===== src/rtl/counter_seq_pkg.sv =====
// Shared types and pattern helpers for counter_sequencer.
// Pattern functions work on a PatMaxW-bit carrier; callers truncate to their own width.
package counter_seq_pkg;

  localparam int unsigned PatMaxW = 32;

  typedef enum logic [1:0] {
    StIdle  = 2'b00,
    StRun   = 2'b01,
    StPause = 2'b10
  } state_t;

  typedef enum logic [1:0] {
    ModeRing    = 2'b00,
    ModeJohnson = 2'b01,
    ModeBinary  = 2'b10
  } mode_t;

  function automatic logic [PatMaxW-1:0] pat_mask(int unsigned w);
    pat_mask = (w >= PatMaxW) ? '1 : ((PatMaxW'(1) << w) - PatMaxW'(1));
  endfunction

  function automatic logic [PatMaxW-1:0] pat_seed(mode_t md, int unsigned w);
    pat_seed = (md == ModeRing) ? (PatMaxW'(1) << (w - 1)) : '0;
  endfunction

  // One advance of the selected sequence; rev walks it backwards.
  function automatic logic [PatMaxW-1:0] pat_next(mode_t md, logic [PatMaxW-1:0] v,
                                                  int unsigned w, logic rev);
    logic [PatMaxW-1:0] m, x, r;
    logic lsb, msb;
    m   = pat_mask(w);
    x   = v & m;
    lsb = x[0];
    msb = x[w-1];
    case (md)
      ModeRing: begin
        // Anything that is not one-hot recovers to the seed.
        if (x == '0 || (x & (x - PatMaxW'(1))) != '0) r = pat_seed(ModeRing, w);
        else if (rev) r = ((x << 1) & m) | PatMaxW'(msb);
        else          r = (x >> 1) | (PatMaxW'(lsb) << (w - 1));
      end
      ModeJohnson: begin
        lsb = ~x[0];
        msb = ~x[w-1];
        if (rev) r = ((x << 1) & m) | PatMaxW'(msb);
        else     r = (x >> 1) | (PatMaxW'(lsb) << (w - 1));
      end
      ModeBinary: r = rev ? ((x - PatMaxW'(1)) & m) : ((x + PatMaxW'(1)) & m);
      default:    r = x;
    endcase
    pat_next = r;
  endfunction

endpackage


===== src/rtl/counter_sequencer_if.sv =====
// Control/status bundle between button logic, counter_sequencer and the LEDs.
// COUNTER_SEQ_REVERSE_EN adds the dir signal.
interface counter_sequencer_if #(
  parameter int unsigned WIDTH = 4
) ();
  logic             start;
  logic             stop;
  logic             step;
`ifdef COUNTER_SEQ_REVERSE_EN
  logic             dir;
`endif
  logic [1:0]       mode_req;
  logic             mode_req_valid;
  logic             mode_req_ready;
  logic [WIDTH-1:0] out;
  logic [1:0]       state;
  logic             tick;
  logic             wrap;

  modport master (
    output start, stop, step,
`ifdef COUNTER_SEQ_REVERSE_EN
    output dir,
`endif
    output mode_req, mode_req_valid,
    input  mode_req_ready, out, state, tick, wrap
  );

  modport slave (
    input  start, stop, step,
`ifdef COUNTER_SEQ_REVERSE_EN
    input  dir,
`endif
    input  mode_req, mode_req_valid,
    output mode_req_ready, out, state, tick, wrap
  );
endinterface


===== src/rtl/tick_prescaler.sv =====
// Clock-enable prescaler: term is high every DIV_MAX+1 enabled cycles; count clears when disabled.
module tick_prescaler #(
  parameter int unsigned DIV_MAX = 49_999_999
) (
  input  logic clk,
  input  logic rst,
  input  logic en,
  output logic term
);
  localparam int unsigned CntW = (DIV_MAX > 0) ? $clog2(DIV_MAX + 1) : 1;

  logic [CntW-1:0] cnt_q, cnt_d;

  assign term = en && (cnt_q == CntW'(DIV_MAX));

  always_comb begin
    cnt_d = cnt_q + CntW'(1);
    if (!en || term) cnt_d = '0;
  end

  always_ff @(posedge clk) begin
    if (rst) cnt_q <= '0;
    else     cnt_q <= cnt_d;
  end
endmodule


===== src/rtl/counter_sequencer.sv =====
// Run/pause/step LED pattern sequencer with deferred mode changes.
// Define COUNTER_SEQ_REVERSE_EN to enable backward traversal via bus.dir.
module counter_sequencer
  import counter_seq_pkg::*;
#(
  parameter int unsigned WIDTH   = 4,
  parameter int unsigned DIV_MAX = 49_999_999
) (
  input  logic                clk,
  input  logic                rst,
  counter_sequencer_if.slave  bus
);
  state_t           state_q, state_d;
  mode_t            mode_q, mode_d, pend_mode_q, pend_mode_d;
  logic             pend_q, pend_d;
  logic [WIDTH-1:0] out_q, out_d;
  logic             tick_q, tick_d, wrap_q, wrap_d;
  logic             term, rev, advance, accept;
  logic [WIDTH-1:0] cur_seed, nxt;

  tick_prescaler #(
    .DIV_MAX (DIV_MAX)
  ) u_prescaler (
    .clk  (clk),
    .rst  (rst),
    .en   (state_q == StRun),
    .term (term)
  );

`ifdef COUNTER_SEQ_REVERSE_EN
  assign rev = bus.dir;
`else
  assign rev = 1'b0;
`endif

  assign accept   = bus.mode_req_valid && !pend_q && (bus.mode_req != 2'b11);
  assign cur_seed = WIDTH'(pat_seed(mode_q, WIDTH));
  assign nxt      = WIDTH'(pat_next(mode_q, PatMaxW'(out_q), WIDTH, rev));

  always_comb begin
    state_d     = state_q;
    mode_d      = mode_q;
    out_d       = out_q;
    pend_d      = pend_q;
    pend_mode_d = pend_mode_q;
    tick_d      = 1'b0;
    wrap_d      = 1'b0;
    advance     = 1'b0;

    unique case (state_q)
      StIdle, StPause: begin
        if (bus.stop) begin
          if (state_q == StPause) begin
            state_d = StIdle;
            out_d   = cur_seed;
          end
        end else if (bus.start) begin
          state_d = StRun;
        end else if (bus.step) begin
          advance = 1'b1;
        end
      end
      StRun: begin
        if (bus.stop) state_d = StPause;
        advance = term;
      end
      default: state_d = StIdle;
    endcase

    if (advance) begin
      tick_d = 1'b1;
      // A pending mode swaps in exactly where the old sequence would wrap.
      if (pend_q && (nxt == cur_seed)) begin
        mode_d = pend_mode_q;
        out_d  = WIDTH'(pat_seed(pend_mode_q, WIDTH));
        pend_d = 1'b0;
        wrap_d = 1'b1;
      end else begin
        out_d  = nxt;
        wrap_d = (nxt == cur_seed);
      end
    end

    // Request left over from RUN takes effect once we are no longer running.
    if (pend_q && state_q != StRun) begin
      mode_d = pend_mode_q;
      out_d  = WIDTH'(pat_seed(pend_mode_q, WIDTH));
      pend_d = 1'b0;
      tick_d = 1'b0;
      wrap_d = 1'b0;
    end

    if (accept) begin
      if (state_q == StRun) begin
        pend_d      = 1'b1;
        pend_mode_d = mode_t'(bus.mode_req);
      end else begin
        mode_d = mode_t'(bus.mode_req);
        out_d  = WIDTH'(pat_seed(mode_t'(bus.mode_req), WIDTH));
        tick_d = 1'b0;
        wrap_d = 1'b0;
      end
    end
  end

  always_ff @(posedge clk) begin
    if (rst) begin
      state_q     <= StIdle;
      mode_q      <= ModeRing;
      pend_q      <= 1'b0;
      pend_mode_q <= ModeRing;
      out_q       <= WIDTH'(pat_seed(ModeRing, WIDTH));
      tick_q      <= 1'b0;
      wrap_q      <= 1'b0;
    end else begin
      state_q     <= state_d;
      mode_q      <= mode_d;
      pend_q      <= pend_d;
      pend_mode_q <= pend_mode_d;
      out_q       <= out_d;
      tick_q      <= tick_d;
      wrap_q      <= wrap_d;
    end
  end

  assign bus.mode_req_ready = !pend_q;
  assign bus.out            = out_q;
  assign bus.state          = state_q;
  assign bus.tick           = tick_q;
  assign bus.wrap           = wrap_q;
endmodule


===== src/flat_wrapper.sv =====
// flat-port wrapper written by rule: the top's interface ports become plain ports
module counter_sequencer_flat import counter_seq_pkg::*;
#(
  parameter int unsigned WIDTH   = 4,
  parameter int unsigned DIV_MAX = 49_999_999
)
  (clk, rst, bus_start, bus_stop, bus_step, bus_mode_req, bus_mode_req_valid, bus_mode_req_ready, bus_out, bus_state, bus_tick, bus_wrap);
  counter_sequencer_if #(.WIDTH(WIDTH)) bus_i ();
  input  logic clk;
  input  logic rst;
  input wire logic [$bits(bus_i.start)-1:0] bus_start;
  input wire logic [$bits(bus_i.stop)-1:0] bus_stop;
  input wire logic [$bits(bus_i.step)-1:0] bus_step;
  input wire logic [$bits(bus_i.mode_req)-1:0] bus_mode_req;
  input wire logic [$bits(bus_i.mode_req_valid)-1:0] bus_mode_req_valid;
  output wire logic [$bits(bus_i.mode_req_ready)-1:0] bus_mode_req_ready;
  output wire logic [$bits(bus_i.out)-1:0] bus_out;
  output wire logic [$bits(bus_i.state)-1:0] bus_state;
  output wire logic [$bits(bus_i.tick)-1:0] bus_tick;
  output wire logic [$bits(bus_i.wrap)-1:0] bus_wrap;
  assign bus_i.start = bus_start;
  assign bus_i.stop = bus_stop;
  assign bus_i.step = bus_step;
  assign bus_i.mode_req = bus_mode_req;
  assign bus_i.mode_req_valid = bus_mode_req_valid;
  assign bus_mode_req_ready = bus_i.mode_req_ready;
  assign bus_out = bus_i.out;
  assign bus_state = bus_i.state;
  assign bus_tick = bus_i.tick;
  assign bus_wrap = bus_i.wrap;
  counter_sequencer #(.WIDTH(WIDTH), .DIV_MAX(DIV_MAX)) u_core (.clk(clk), .rst(rst), .bus(bus_i));
endmodule

===== config.mk =====
export PLATFORM = sky130hd
export DESIGN_NAME = counter_sequencer_flat
export DESIGN_NICKNAME = d
export VERILOG_FILES = /design/src/rtl/counter_seq_pkg.sv /design/src/rtl/counter_sequencer_if.sv /design/src/rtl/tick_prescaler.sv /design/src/rtl/counter_sequencer.sv /design/src/flat_wrapper.sv
export SDC_FILE = /design/constraint.sdc
export NUM_CORES = 1
export LEC_CHECK = 0
export BUFFER_PORTS_ARGS = -buffer_cell sky130_fd_sc_hd__buf_2
export CORE_MARGIN = 5
export CORE_UTILIZATION = 47
export CTS_CLUSTER_SIZE = 40
export DETAILED_ROUTE_END_ITERATION = 10
export GPL_TIMING_DRIVEN = 0
export HOLD_SLACK_MARGIN = 0.08
export PLACE_DENSITY_LB_ADDON = 0.3
export SKIP_CTS_REPAIR_TIMING = 1
export SYNTH_ARGS = -nofsm -noshare
export SYNTH_HDL_FRONTEND = slang
export SYNTH_SLANG_ARGS = --single-unit

===== constraint.sdc =====
create_clock -name clk -period 5.2 [get_ports clk]
set_input_delay 0.26 -clock clk [delete_from_list [all_inputs] [get_ports clk]]
set_output_delay 0.26 -clock clk [all_outputs]
set_load 0.01 [all_outputs]

After elaboration in Yosys (flattened, before gate mapping)
Cells that the tools add are included.
{ "word_totals": {"ff_bits": 39, "inputBits": 8, "output_inout_bits": 9, "word_cells": 86} }
{ "classes": {"n_addsub": 3, "n_eq_ne": 11, "n_mux": 41, "bitwise_logic": 4, "reduce_logical": 19} }
{ "ops": {"columns": ["cell", "count"], "rows": [
  ["4-bit two-way mux", 12],
  ["4-bit by 32-bit bitwise AND with 32-bit output", 1],
  ["32-bit zero test", 1],
  ["32-bit nonzero test", 1],
  ["26-bit by 1-bit adder with 26-bit output, second input constant", 1],
  ["26-bit equality test, second input constant", 1],
  ["2-bit two-way mux", 9],
  ["1-bit two-way mux", 17],
  ["4-bit one-hot mux with 3 select lines", 1],
  ["2-bit zero test", 4],
  ["3-bit by 4-bit bitwise OR with 4-bit output", 2],
  ["1-bit logical AND", 5],
  ["4-bit by 1-bit subtractor with 5-bit output, second input constant", 1],
  ["4-bit by 1-bit adder with 4-bit output, second input constant", 1],
  ["2-bit by 1-bit equality test with 1-bit output, second input constant", 2],
  ["2-bit equality test, second input constant", 2],
  ["4-bit equality test", 1],
  ["2-bit inequality test, second input constant", 2],
  ["2-bit one-hot mux with 2 select lines", 1],
  ["2-bit OR reduction", 2],
  ["3-bit by 2-bit inequality test with 1-bit output, second input constant", 1],
  ["3-bit inequality test, second input constant", 1],
  ["3-bit AND reduction", 1],
  ["1-bit zero test", 2],
  ["other kinds (5)", 6]
]} }

Depth between registers and ports, before layout
{ "logic_depth": {"word_depth": 13, "mapped_depth": 9, "depth_no_buf": 8} }

Modules after synthesis
From an unflattened synthesis, not the netlist that was laid out.
{ "unflattened": {"cells_unflattened": 266, "hier_area_um2": 2242.2} }
{ "by_module_without_submodules": {"columns": ["module", "instances", "cells_each", "area_per_inst_um2", "seq_area_each_um2"], "rows": [
  ["tick_prescaler", 1, 148, 1253.7, 520.5],
  ["counter_sequencer", 1, 118, 988.4, 260.2]
]} }

Worst setup path before layout
Ideal clock, no wire load.
{ "synth_timing": {"kind": "register -> register", "start": "register u_core.out_q[0], in the netlist u_core.bus.out[0]", "end": "register u_core.mode_q[0]", "setup_time_ns": 0.059, "arrival_time_ns": 2.059, "t_required_ns": 5.141, "slack_ns": 3.082, "stages_incl_launch_ff": 10, "path_buffers": 1, "period_less_slack_ns": 2.118, "path_cell_list": "dfxtp_1 -> buf_4 -> inv_1 -> ha_1 -> nor2_1 -> a221oi_1 -> a2111oi_4 -> a31oi_2 -> a221oi_1 -> o31a_1"} }
{ "synth_via": {"elab_chain_len": 13, "elab_cells_between_ends": 18, "classes_between": "add/sub (2); eq/ne (1); mux (7); bitwise (4); reduce/logical (4)"} }
{ "synth_lines": {"columns": ["element", "line", "rtl"], "rows": [
  ["start: declaration", "counter_sequencer.sv:16", "logic [WIDTH-1:0] out_q, out_d;"],
  ["start signal: assignment", "counter_sequencer.sv:112", "out_q <= WIDTH'(pat_seed(ModeRing, WIDTH));"],
  ["start signal: assignment", "counter_sequencer.sv:120", "out_q <= out_d;"],
  ["4-bit by 1-bit subtractor with 5-bit output", "counter_seq_pkg.sv:39", "if (x == '0 || (x & (x - PatMaxW'(1))) != '0) r = pat_seed(ModeRing, w);"],
  ["4-bit by 32-bit bitwise AND with 32-bit output", "counter_seq_pkg.sv:39", null],
  ["32-bit nonzero test", "counter_seq_pkg.sv:39", null],
  ["1-bit logical OR", "counter_seq_pkg.sv:39", null],
  ["4-bit two-way mux", "counter_seq_pkg.sv:39", null],
  ["4-bit one-hot mux with 3 select lines *", "counter_seq_pkg.sv:36", "case (md)"],
  ["4-bit equality test *", "counter_sequencer.sv:73", "if (pend_q && (nxt == cur_seed)) begin"],
  ["1-bit logical AND *", "counter_sequencer.sv:73", null],
  ["2-bit two-way mux *", "counter_sequencer.sv:73", null],
  ["2-bit two-way mux *", "counter_sequencer.sv:70", "if (advance) begin"],
  ["2-bit two-way mux *", "counter_sequencer.sv:85", "if (pend_q && state_q != StRun) begin"],
  ["2-bit two-way mux", "counter_sequencer.sv:94", "if (state_q == StRun) begin"],
  ["2-bit two-way mux *", "counter_sequencer.sv:93", "if (accept) begin"],
  ["end signal: assignment", "counter_sequencer.sv:109", "mode_q <= ModeRing;"],
  ["end signal: assignment", "counter_sequencer.sv:117", "mode_q <= mode_d;"],
  ["end: declaration", "counter_sequencer.sv:14", "mode_t mode_q, mode_d, pend_mode_q, pend_mode_d;"]
]} }
Every way passes the cells marked *; elsewhere a longest branch is shown, timed or not.
A chain may end at the register's enable or synchronous reset.

Final worst setup path
{ "layout_timing": {"start": "register u_core.out_q[1], in the netlist u_core.bus.out[1]", "end": "register u_core.mode_q[1]"} }
The elaborated chain is that of the path after synthesis.

==> results.md <==
* Part of the Yosys area used for sequential elements at 36.7%
* Total power at 624 uW
* CP cell instances: inv_1, ha_1, xor2_1, o31ai_1, a2111oi_4, a31oi_2, a221oi_1, o31a_1
* Utilization after layout at 54.5%
* DR vias at 1801
* Initial antenna violation count at 0
* First-pass GRT wire length at 7.49 mm
* DIE AREA at 5980 sq um
* Synth top cells by count: nor2_1, dfxtp_1, a21oi_1
* FFs w/ async S/R, synth at 0%
* Die height at 77.3 microns
* DIE WIDTH at 77.3 microns
* Endpoints failing setup at 0
* Max Slew Vio Count at 0
* Multiplexer share of the synthesized area at 2.82%
* Final hold vios at 0
* Clock Power Share at 40.2%
* Routability Congestion at 0.804
* Reg2Reg Setup Slack at 2.87 ns
* #FFs+latches synth at 39
* H-Tree Depth at 2
* Final setup TNS at 0 ns
* Comb pwr share at 10.9%
* Tightest Hold Check Type: in -> reg
* Synth Area in Adders at 1.76%
* Synth Area in Compound Gates at 15.2%
* Post-synth top flop: dfxtp_1
* CP max stage delay at 0.51 ns
* Mapped Avg Cell Area at 8.52 sq um
* Post-route setup slack at 2.87 ns
* P_int at 474 uW
* PD cells at 262 nW/um^2
* Worst flop-to-flop path endpoint: u_core.mode_q[1]
* Via density at 5.52
* Most frequent cell after synthesis: nor2_1
* Synth cell types at 50
* DR iter-0 viols at 127
* F_max at 430 MHz
* Final WL at 4.28 mm
* Fin crit period at 2.33 ns
* # clock sinks at 39
* I/O pins at 17
* Critical path endpoint category: flop
* Data arrival, critical path at 2.56 ns
* Nets at 284
* Max transition margin at 67.2%
* Slowest CP cell: dfxtp_1
* ANT cells at 0
* Worst Skew at 0.00640 ns
* Total Routing Usage GR at 14.9%
* Worst Setup SP: u_core.bus.out[1]
* Max_cap viols at 0
* Simple-Gate Fraction of Synth Area at 27.9%
* Number of global-route vias before repair at 1580
* Post-synthesis xor/xnor area fraction at 10.7%
* Top cells by area, synth: dfxtp_1, nor2_1, xnor2_1
* Clock Tree Buf Depth at 2
* Yosys Warn Count at 0
* Hold path depth at 2
* Port Buffer Count at 16
* Core box area at 4380 sq um
* Root buffer cell: clkbuf_8
* Peak VDD IR at 0.000257 V
* Total nets after synthesis at 261
* Clock transition at path regs at 0.08 ns
* Sequential power share at 48.9%
* Share of layout cells above drive strength 1 at 16.4%
* Hold Path Sink: u_core.bus.state[0]
* Crit share post-route at 44.8%
* Status: completed
* Final HPWL DP at 3.15 mm
* Crit path max fanout at 10
* Leading area contributor after synthesis: dfxtp_1
* Leak at 0.856 nW
* Non-filler cells, final at 326
* Design Area, Final at 2390 sq um
* Fillcell total at 417
* Worst EP required at 5.43 ns
* Largest family of logic cells by synthesized area: simple AND/OR/NAND/NOR gates
* Post-synth top area share at 36.7%
* TritonCTS clock tree: done
* Switching pwr at 150 uW
* Post-route DRC at 0
* Kind of critical path: reg -> reg
* Hold Crit Start: bus_stop
* EDFF count, synth at 0
* Worst reg2reg path depth at 8
* Pre-CTS setup slack at 2.92 ns
* ANT nets after route at 0
* Synth-to-layout area growth at 12.1%
* Worst-Margin Slew at 0.488 ns
* Syn Std Cell Area at 2130 sq um
* Largest net degree at the start of global routing at 14
* R2r startpoint: u_core.bus.out[1]
* Worst-Skew Late Latency at 0.29 ns
* Rows at 24
* Drt pass-1 iters at 4
* Initial Utilization at 48.6%
* Syn Inst Count at 250
* Placed Area at 2270 sq um
* Wire per inst at 13.1 microns
* RSZ-0062 raised after global routing: false
* Post-Place Cells at 318
* Hold slack at 0.182 ns
* Startpoint Class: flop
* Remaining Overflow, GRT at 0
* Num CTS Buffers at 5
* Switching Fraction at 24.0%
cell families (layout without fill, tap and decap cells):
family / count (synthesis) / in the layout
AOI/OAI and AO/OA: 44 / 44
adders and majority gates: 3 / 3
xor gates and xnor gates: 26 / 26
DFF: 39 / 39
and+or+nand+nor: 113 / 113
muxes: 6 / 6
buffers and inverters: 19 / 43
worst max-delay path, delay by kind of cell (launching register included):
kind                       cells  cell delay [ns]
xor gates and xnor gates       1             0.17
buffers and inverters          1             0.10
adders and majority gates      1             0.23
DFF                            1             0.51
AOI/OAI and AO/OA              5             1.25
how the worst max path moves through the flow:
stage,end,slack [ns],cells past startpoint
after floorplan,u_core.mode_q[0],3.08,9
after global placement,u_core.mode_q[1],2.96,8
after detailed placement,u_core.mode_q[1],2.92,8
after CTS,u_core.mode_q[1],2.89,8
after global routing,u_core.mode_q[0],2.68,8
final,u_core.mode_q[1],2.87,8
routing by layer:
metal | up-vias | track usage (%) | part of all wire [%]
met5 | - | 0 | 0
met4 | 0 | 4.12 | 1.0
met3 | 4 | 3.98 | 3.9
met2 | 32 | 21.5 | 43
met1 | 837 | 21.8 | 52
li1 | 928 | - | -
state kept, by name, indices dropped and copies added, names as in the netlist:
signal,count
u_core.bus.wrap,1
u_core.pend_q,1
u_core.bus.state,2
u_core.bus.out,4
u_core.bus.tick,1
u_core.mode_q,2
u_core.u_prescaler.cnt_q,26
u_core.pend_mode_q,2
layout make-up:
| class | count | area [sq um] | share of cell area [%] |
|---|---|---|---|
| buffer | 10 | 72.6 | 3.04 |
| timing repair buffer | 16 | 80.1 | 3.35 |
| inverter | 9 | 33.8 | 1.42 |
| clock buffer | 5 | 68.8 | 2.88 |
| clock inverter | 3 | 43.8 | 1.83 |
| sequential | 39 | 781 | 32.7 |
| tap | 52 | 65.1 | 2.73 |
| multi-input combinational | 192 | 1240 | 52.0 |
layout by cell type, fill, tap and decap left out, drive strengths merged, types with 2 or more instances in the layout:
| master | n |
|---|---|
| o21ai | 8 |
| nor4 | 4 |
| nand4 | 6 |
| a221oi | 4 |
| nor3 | 7 |
| and3 | 6 |
| a21o | 2 |
| nor2 | 41 |
| a21oi | 14 |
| buf | 25 |
| mux2i | 6 |
| nand2b | 7 |
| and2 | 2 |
| a211oi | 3 |
| nand2 | 11 |
| clkbuf | 6 |
| or2 | 2 |
| nand3 | 13 |
| o31a | 2 |
| a22oi | 2 |
| xor2 | 13 |
| or3 | 3 |
| xnor2 | 13 |
| o31ai | 2 |
| and4 | 5 |
| a31oi | 3 |
| inv | 9 |
| dfxtp | 39 |
| ha | 3 |
| clkinv | 2 |
| or3b | 2 |
power groups by stage:
stage / Combinational, mW / Sequential [mW] / Clock (mW)
finish: 0.0680 / 0.305 / 0.251
detailed placement: 0.0673 / 0.312 / 0
global placement: 0.0666 / 0.312 / 0
global route: 0.0743 / 0.306 / 0.271
CTS: 0.0677 / 0.305 / 0.257
floorplan: 0.0499 / 0.313 / 0
Power figures use the tool's default switching activity.
